$ cat src/rtl/compare_monitor.sv
// -----------------------------------------------------------------------------
// compare_monitor
//
// Sequential qualifier for the combinational 3-input compare result. The
// compare output is sampled every clock. A match is declared only after it
// has been high for RUN_LEN consecutive samples, so single-cycle glitches
// never reach the lab logic. Qualified matches are counted, and a sticky
// flag records any match that arrives after the event counter has already
// reached full scale.
//
// Parameters
//   CNT_W    width of run_cnt and event_cnt (default 8)
//   RUN_LEN  consecutive high samples needed for a match, 1 .. 2^CNT_W-1
//
// Optional feature
//   COMPARE_MONITOR_SYNC_EN  when defined, o_in passes through a 2-flop
//                            synchronizer before the FSM. All latencies then
//                            grow by two cycles. Use it when the compare
//                            inputs come from asynchronous switches.
//
// Ports
//   clk          in   single clock, rising edge
//   reset        in   asynchronous active-high reset, clears all state
//   en           in   monitor enable; low holds the FSM in IDLE
//   clear        in   synchronous clear of counters, overflow and FSM
//   o_in         in   compare result from the upstream compare stage
//   match        out  high while the FSM is in MATCH (registered)
//   match_pulse  out  one-cycle pulse on the edge that enters MATCH
//   run_cnt      out  consecutive high samples, saturating
//   event_cnt    out  qualified match count, saturating
//   overflow     out  sticky: a match arrived while event_cnt was full
// -----------------------------------------------------------------------------
module compare_monitor #(
  parameter int CNT_W   = 8,
  parameter int RUN_LEN = 3
) (
  input  logic             clk,
  input  logic             reset,
  input  logic             en,
  input  logic             clear,
  input  logic             o_in,
  output logic             match,
  output logic             match_pulse,
  output logic [CNT_W-1:0] run_cnt,
  output logic [CNT_W-1:0] event_cnt,
  output logic             overflow
);

  localparam logic [CNT_W-1:0] LP_CNT_MAX = {CNT_W{1'b1}};
  localparam logic [CNT_W-1:0] LP_ONE     = CNT_W'(1);
  localparam logic [CNT_W-1:0] LP_RUN_LEN = CNT_W'(RUN_LEN);

  typedef enum logic [1:0] {
    IDLE  = 2'd0,
    WAIT  = 2'd1,
    RUN   = 2'd2,
    MATCH = 2'd3
  } state_t;

  // Increment that sticks at full scale instead of wrapping.
  function automatic logic [CNT_W-1:0] sat_inc(input logic [CNT_W-1:0] v);
    if (v == LP_CNT_MAX) begin
      return v;
    end
    return v + LP_ONE;
  endfunction

  state_t           r_state;
  state_t           w_next_state;
  logic [CNT_W-1:0] r_run_cnt;
  logic [CNT_W-1:0] w_next_run_cnt;
  logic [CNT_W-1:0] r_event_cnt;
  logic [CNT_W-1:0] w_next_event_cnt;
  logic             r_overflow;
  logic             w_next_overflow;
  logic             r_match_pulse;
  logic             w_next_match_pulse;
  logic             w_s;

  // ---------------------------------------------------------------------------
  // Stage p0/p1: optional input synchronizer feeding the sampled value w_s
  // ---------------------------------------------------------------------------
`ifdef COMPARE_MONITOR_SYNC_EN
  logic r_sync_p0;
  logic r_sync_p1;

  // The synchronizer runs freely: clear and en only affect the FSM, so a
  // value already in flight is still delivered after a clear.
  always_ff @(posedge clk or posedge reset) begin
    if (reset) begin
      r_sync_p0 <= 1'b0;
      r_sync_p1 <= 1'b0;
    end else begin
      r_sync_p0 <= o_in;
      r_sync_p1 <= r_sync_p0;
    end
  end

  assign w_s = r_sync_p1;
`else
  assign w_s = o_in;
`endif

  // ---------------------------------------------------------------------------
  // Stage p2: qualifier FSM next-state and counter logic
  // ---------------------------------------------------------------------------
  always_comb begin
    w_next_state       = r_state;
    w_next_run_cnt     = r_run_cnt;
    w_next_event_cnt   = r_event_cnt;
    w_next_overflow    = r_overflow;
    w_next_match_pulse = 1'b0;

    if (clear) begin
      // Clear beats everything, including an event on the same edge.
      w_next_state     = en ? WAIT : IDLE;
      w_next_run_cnt   = '0;
      w_next_event_cnt = '0;
      w_next_overflow  = 1'b0;
    end else if (!en) begin
      // Disabled: abandon any run but keep the event history.
      w_next_state   = IDLE;
      w_next_run_cnt = '0;
    end else begin
      case (r_state)
        IDLE: begin
          // The enabling edge only arms the monitor; w_s is not looked at.
          w_next_state   = WAIT;
          w_next_run_cnt = '0;
        end
        WAIT: begin
          if (w_s) begin
            w_next_run_cnt = LP_ONE;
            w_next_state   = (RUN_LEN == 1) ? MATCH : RUN;
          end else begin
            w_next_run_cnt = '0;
          end
        end
        RUN: begin
          if (w_s) begin
            w_next_run_cnt = sat_inc(r_run_cnt);
            if (w_next_run_cnt == LP_RUN_LEN) begin
              w_next_state = MATCH;
            end
          end else begin
            w_next_run_cnt = '0;
            w_next_state   = WAIT;
          end
        end
        MATCH: begin
          if (w_s) begin
            w_next_run_cnt = sat_inc(r_run_cnt);
          end else begin
            // Falling sample ends the match; a fresh run is needed.
            w_next_run_cnt = '0;
            w_next_state   = WAIT;
          end
        end
        default: begin
          w_next_state   = IDLE;
          w_next_run_cnt = '0;
        end
      endcase

      // Event bookkeeping happens only on the edge that enters MATCH.
      if ((w_next_state == MATCH) && (r_state != MATCH)) begin
        w_next_match_pulse = 1'b1;
        if (r_event_cnt == LP_CNT_MAX) begin
          w_next_overflow = 1'b1;
        end else begin
          w_next_event_cnt = sat_inc(r_event_cnt);
        end
      end
    end
  end

  always_ff @(posedge clk or posedge reset) begin
    if (reset) begin
      r_state       <= IDLE;
      r_run_cnt     <= '0;
      r_event_cnt   <= '0;
      r_overflow    <= 1'b0;
      r_match_pulse <= 1'b0;
    end else begin
      r_state       <= w_next_state;
      r_run_cnt     <= w_next_run_cnt;
      r_event_cnt   <= w_next_event_cnt;
      r_overflow    <= w_next_overflow;
      r_match_pulse <= w_next_match_pulse;
    end
  end

  // match decodes the state register directly, so it is glitch-free.
  assign match       = (r_state == MATCH);
  assign match_pulse = r_match_pulse;
  assign run_cnt     = r_run_cnt;
  assign event_cnt   = r_event_cnt;
  assign overflow    = r_overflow;

endmodule

$ cat config.mk
export PLATFORM = sky130hd
export DESIGN_NAME = compare_monitor
export DESIGN_NICKNAME = d
export VERILOG_FILES = /design/src/rtl/compare_monitor.sv
export SDC_FILE = /design/constraint.sdc
export NUM_CORES = 1
export LEC_CHECK = 0
export ABC_AREA = 1
export ABC_CLOCK_PERIOD_IN_PS = 1700
export BUFFER_PORTS_ARGS = -buffer_cell sky130_fd_sc_hd__buf_2
export CELL_PAD_IN_SITES_DETAIL_PLACEMENT = 1
export CELL_PAD_IN_SITES_GLOBAL_PLACEMENT = 1
export CORE_ASPECT_RATIO = 0.7
export CORE_MARGIN = 2
export CORE_UTILIZATION = 35
export CTS_CLUSTER_DIAMETER = 50
export CTS_CLUSTER_SIZE = 40
export DETAILED_ROUTE_END_ITERATION = 12
export MAX_ROUTING_LAYER = met4
export PLACE_DENSITY = 0.8
export SLEW_MARGIN = 0
export SYNTH_ARGS = -nofsm -noshare
export SYNTH_HDL_FRONTEND = slang
export SYNTH_SLANG_ARGS = --single-unit
$ cat constraint.sdc
create_clock -name clk -period 1.7 [get_ports clk]
set_input_delay 0.34 -clock clk [delete_from_list [all_inputs] [get_ports clk]]
set_output_delay 0.34 -clock clk [all_outputs]
set_load 0.02 [all_outputs]
# After elaboration in Yosys (flattened, before gate mapping)
# Cells that the tools add are included.
[op_classes]
n_addsub = 2
eq_ne = 9
n_mux = 47
n_reduce_logical = 7
[op_table]
columns = ["cell", "count"]
rows = [
  ["$mux 8", 16],
  ["$pmux 8 s4", 1],
  ["$mux 1", 21],
  ["$add 8x1->8 const B", 2],
  ["$eq 8x8->1 const B", 2],
  ["$mux 2", 8],
  ["$eq 8x2->1 const B", 1],
  ["$pmux 2 s4", 1],
  ["$eq 2x2->1 const B", 3],
  ["$reduce_and 3->1", 2],
  ["$reduce_bool 2->1", 3],
  ["$ne 2x2->1 const B", 2],
  ["$eq 2x1->1 const B", 1],
  ["$logic_not 2->1", 1],
  ["$logic_and 1x1->1", 1],
]
[word_totals]
ff_bits = 20
in_bits = 5
word_cells = 70

# Longest topological paths before layout
[depth]
depth_word = 27
depth_mapped = 13
ltp_nobuf = 13

# Least setup slack after synthesis
# OpenSTA, ideal clock, no wires.
[synth_timing]
path_kind = "register to register"
start = "register r_run_cnt[0] (netlist: run_cnt[0])"
end = "register r_event_cnt[5] (netlist: event_cnt[5])"
setup_ps = 118
arrival_ps = 1717
slack_ps = -135
path_stages_with_launch = 14
period_less_slack_ps = 1835
cell_sequence = "dfrtp_1 > ha_1 > nand3_1 > inv_2 > nand2_2 > nand3_1 > nor2_2 > inv_1 > nor2_1 > nand4_1 > nand2_1 > nand3_2 > nand2_1 > nand2_1"
[synth_between]
elab_chain_cells = 21
elab_cells_between_ends = 23
cone_classes = "add/sub: 1; eq/ne: 3; mux: 16; reduce/logical: 3"
[synth_lines]
columns = ["item", "line", "source"]
rows = [
  ["start: declaration", "70", "logic [CNT_W-1:0] r_run_cnt;"],
  ["start signal: assignment", "186", "r_run_cnt <= w_next_run_cnt;"],
  ["$eq 8x8->1", "62", "if (v == LP_CNT_MAX) begin"],
  ["$mux 1", "62", ""],
  ["$mux 1", "140", "if (w_s) begin"],
  ["$mux 1", "125", "case (r_state)"],
  ["$mux 1", "120", "end else if (!en) begin"],
  ["$mux 1", "114", "if (clear) begin"],
  ["$mux 8 (*)", "65", "return v + LP_ONE;"],
  ["$mux 8 (*)", "140", ""],
  ["[... 5 more ...]", "-", ""],
  ["$mux 2 (*)", "140", ""],
  ["$pmux 2 s4 (*)", "125", ""],
  ["$mux 2 (*)", "120", ""],
  ["$mux 2 (*)", "114", ""],
  ["$eq 2x2->1 (*)", "166", "if ((w_next_state == MATCH) && (r_state != MATCH)) begin"],
  ["$logic_and 1x1->1 (*)", "166", ""],
  ["$reduce_bool 2->1 (no line) (*)", "-", ""],
  ["$reduce_and 3->1 (no line) (*)", "-", ""],
  ["end signal: assignment", "187", "r_event_cnt <= w_next_event_cnt;"],
  ["end: declaration", "72", "logic [CNT_W-1:0] r_event_cnt;"],
]
# Every way passes the cells marked *; elsewhere a longest branch is shown, timed or not. The select of a mux whose other input is x is not followed.
# A chain may end at the register's enable or synchronous reset.

# Worst setup path in the final report
[layout_timing]
start = "register r_run_cnt[1] (netlist: run_cnt[1])"
end = "register r_event_cnt[2] (netlist: event_cnt[2])"
# Same word-level chain as after synthesis.

==> results.py <==
metrics = {
    "status": {
        "status": "finished with violations",
        "violations": "negative setup slack",
    },
    "setup_path": {
        "path_class": "register to register",
        "reg2reg_setup_slack_ns": -0.18,
        "crit_slowest_cell": "dfrtp_2",
        "cp_num_buf_inv": 1,
        "critical_path.top_delay_family": "simple AND/OR/NAND/NOR gates",
        "path_cells": "ha_4 > nand3_4 > inv_6 > nand2_4 > nand3_4 > nor2_4 > nand3_2 > nor2_4 > nand4_1 > nand2_1 > nand2_1 > nor2_1",
        "cp.arrival_ns": 2.07,
        "cp-endpoint": "event_cnt[2]",
        "start_kind": "register",
        "reg2reg_to": "event_cnt[2]",
        "r2r-start": "run_cnt[1]",
        "cp.required_ns": 1.89,
        "crit_cells": 12,
        "rr_worst_depth": 12,
        "max_stage_delay_ns": 0.44,
        "cp_max_fo": 6,
        "cp-end-kind": "register",
        "worstSetupStartpoint": "run_cnt[1]",
    },
    "sta": {
        "drv_slew": 0,
        "maxSlewHeadroom_pct": 74.0,
        "setup_ws_ns": -0.180,
        "tightest_slew_ns": 0.389,
        "fmax_ghz": 0.532,
        "setup-violations-final": 11,
        "fin_setup_tns_ns": -1.28,
        "fin_crit_ns": 1.88,
        "hold_violations": 0,
        "finClkSkew_ns": 0.00145,
        "rsz0062_at_grt": "true",
        "period_share_pct": 111,
    },
    "yosys": {
        "syn_nets": 181,
        "synth_seq_cells": 20,
        "yosys.area_share.adder_pct": 1.96,
        "synth-compound-area-share_pct": 5.69,
        "synthMuxAreaShare_pct": 0,
        "syn_avg_cell_area_um2": 7.33,
        "synthSimpleGateAreaFrac_pct": 41.7,
        "syn_area_um2": 1280,
        "synth_cells": 174,
        "synth.yosys.seq_area_share_pct": 39.2,
        "synth_top_family_by_area": "simple AND/OR/NAND/NOR gates",
        "synthXorXnorAreaFrac_pct": 1.37,
        "ys_types": 26,
        "yosys_warnings": 0,
    },
    "global_routing": {
        "antenna_found_initial": 0,
        "grt_pass1_vias": 1205,
        "grt_overflow": 0,
        "grt_usage_pct": 19.1,
        "grt_max_degree": 21,
        "grt_pass1_wl_um": 5930,
    },
    "die": {
        "rows": 18,
        "fp.dieH_um": 54.5,
        "die_width_um": 76.2,
        "coreArea_um2": 3510,
        "top_level_ports": 24,
        "start_util_pct": 36.3,
        "dieArea_um2": 4150,
    },
    "pwr": {
        "total_power_w": 0.000851,
        "p_per_area_nw_per_um2": 483,
        "clockPowerShare_pct": 36.7,
        "power_frac_comb_pct": 6.7,
        "p_leak_nw": 0.908,
        "p_switching_w": 0.000188,
        "p_seq_share_pct": 56.6,
        "ir_drop_uv": 416,
        "p_sw_share_pct": 22.1,
        "p_int_w": 0.000663,
    },
    "routing": {
        "drtIter0Drc": 45,
        "route.met2.wl_um": 1700,
        "ant_nets": 0,
        "vias": 1299,
        "wl_met3_um": 69,
        "highest_layer": "met4",
        "firstDrtPassIters": 4,
        "drt_wl_total_um": 3750,
        "wl_per_cell_um": 13.9,
        "viasPerCell": 4.83,
        "drc": 0,
        "met1_length_um": 1930,
    },
    "cells_and_area": {
        "final_util_pct": 50.1,
        "layout-drive-gt1-share_pct": 41.6,
        "syn_to_final_growth_pct": 37.9,
        "fin_nets": 227,
        "antenna_cells": 0,
        "fin_cells": 269,
    },
    "clock_network": {
        "insertion_delay_ns": 0.25,
        "root_buffer": "clkbuf_8",
        "clock_sinks": 20,
        "cts_made_buffers": 3,
        "path_clk_slew_ns": 0.07,
        "h-tree-depth": 1,
        "cts_tree": "yes",
        "clk_path_buf_depth": 2,
    },
    "min_path": {
        "min_path_type": "input port to async pin",
    },
    "place": {
        "routabilityCongestion": 0.777,
        "dp_cells": 257,
        "io_buffers": 23,
        "dpl.hpwl_um": 2680,
    },
    "job": {
        "maxCapViolations": 0,
    },
}
==> cells in the mapped netlist (all sizes together) <==
library cell   n  area share (%)
nor2          29              11
or2            3             1.7
o21ai          5             2.0
nor3b          1            0.59
inv           30             8.8
nand2         44              14
nand3         14             7.1
a31oi          3             1.5
buf            2             1.3
nor3           2            0.78
xor2           2             1.4
ha             2             2.0
nand4         12             6.4
a21oi          5             2.3
dfrtp         20              39
==> cell type report <==
cell class / instances / area [µm²]
timing repair buffer: 43 / 265
multi-input combinational: 122 / 762
sequential: 20 / 508
clock buffer: 4 / 45.0
tap: 50 / 62.6
inverter: 30 / 118
fill: 461 / 1750
==> state kept, by name (all words and copies together) (netlist names) <==
name,flops
event_cnt,8
run_cnt,8
r_state,2
match_pulse,1
overflow,1
==> power groups by stage <==
stage	logic (W)	registers, W	clock network (W)
CTS	0.0000541	0.000481	0.000329
detailed placement	0.0000524	0.000491	0
finish	0.0000573	0.000481	0.000312
global route	0.0000632	0.000481	0.000353
global placement	0.0000509	0.000490	0
floorplan	0.0000310	0.000491	0
==> cells by family after synthesis <==
logic type | count (synthesis)
DFF | 20
and+or+nand+nor | 105
xor gates and xnor gates | 2
adders and majority gates | 2
buffers and inverters | 32
AOI/OAI and AO/OA | 13
==> through the flow <==
step	instance area [µm²]	hold WS [ns]	setup slack (ns)
after floorplan	1320	0.304	-0.0208
after global routing	1760	0.132	-0.308
after CTS	1700	0.105	-0.128
final	1760	0.0993	-0.180
after detailed placement	1570	0.388	-0.129
after global placement	1570	0.382	-0.0787
==> layout by cell type (no fill, tap or decap), drive strengths merged <==
master  instances
nor3            2
a21oi           5
xor2            2
or2             3
dfrtp          20
clkbuf          4
buf            43
a31oi           3
ha              2
nand3          14
nor2           29
inv            30
nor3b           1
o21ai           5
nand4          12
nand2          44
==> per-layer routing <==
| metal | GRT usage, % | up-vias |
|---|---|---|
| met5 | - | - |
| met4 | 3.94 | 0 |
| met3 | 3.14 | 6 |
| met2 | 29.3 | 16 |
| met1 | 27.0 | 633 |
| li1 | - | 644 |
==> worst min-delay path by stage <==
| stage | from | to | slack, ns | depth (start not counted) |
|---|---|---|---|---|
| 2_1_floorplan | reset | event_cnt[2] | 0.30 | 1 |
| 3_3_place_gp | reset | run_cnt[2] | 0.38 | 3 |
| 3_5_place_dp | reset | run_cnt[3] | 0.39 | 3 |
| 4_1_cts | reset | run_cnt[3] | 0.11 | 3 |
| 5_1_grt | reset | run_cnt[1] | 0.13 | 3 |
| 6_report | reset | run_cnt[3] | 0.1 | 3 |
==> what timing repair did <==
item / in CTS / in global routing
pin swaps: 14 / 15
gates resized for setup: 11 / 10
endpoints found under the setup margin: 9 / 11
hold buffers: 0 / 0
setup buffers: 5 / 3
==> tightest hold or removal path: stages <==
cell,delay (ns)
buf_2,0.09
inv_1,0.04
buf_4,0.27
No activity file was read; power rests on OpenSTA's default activity.
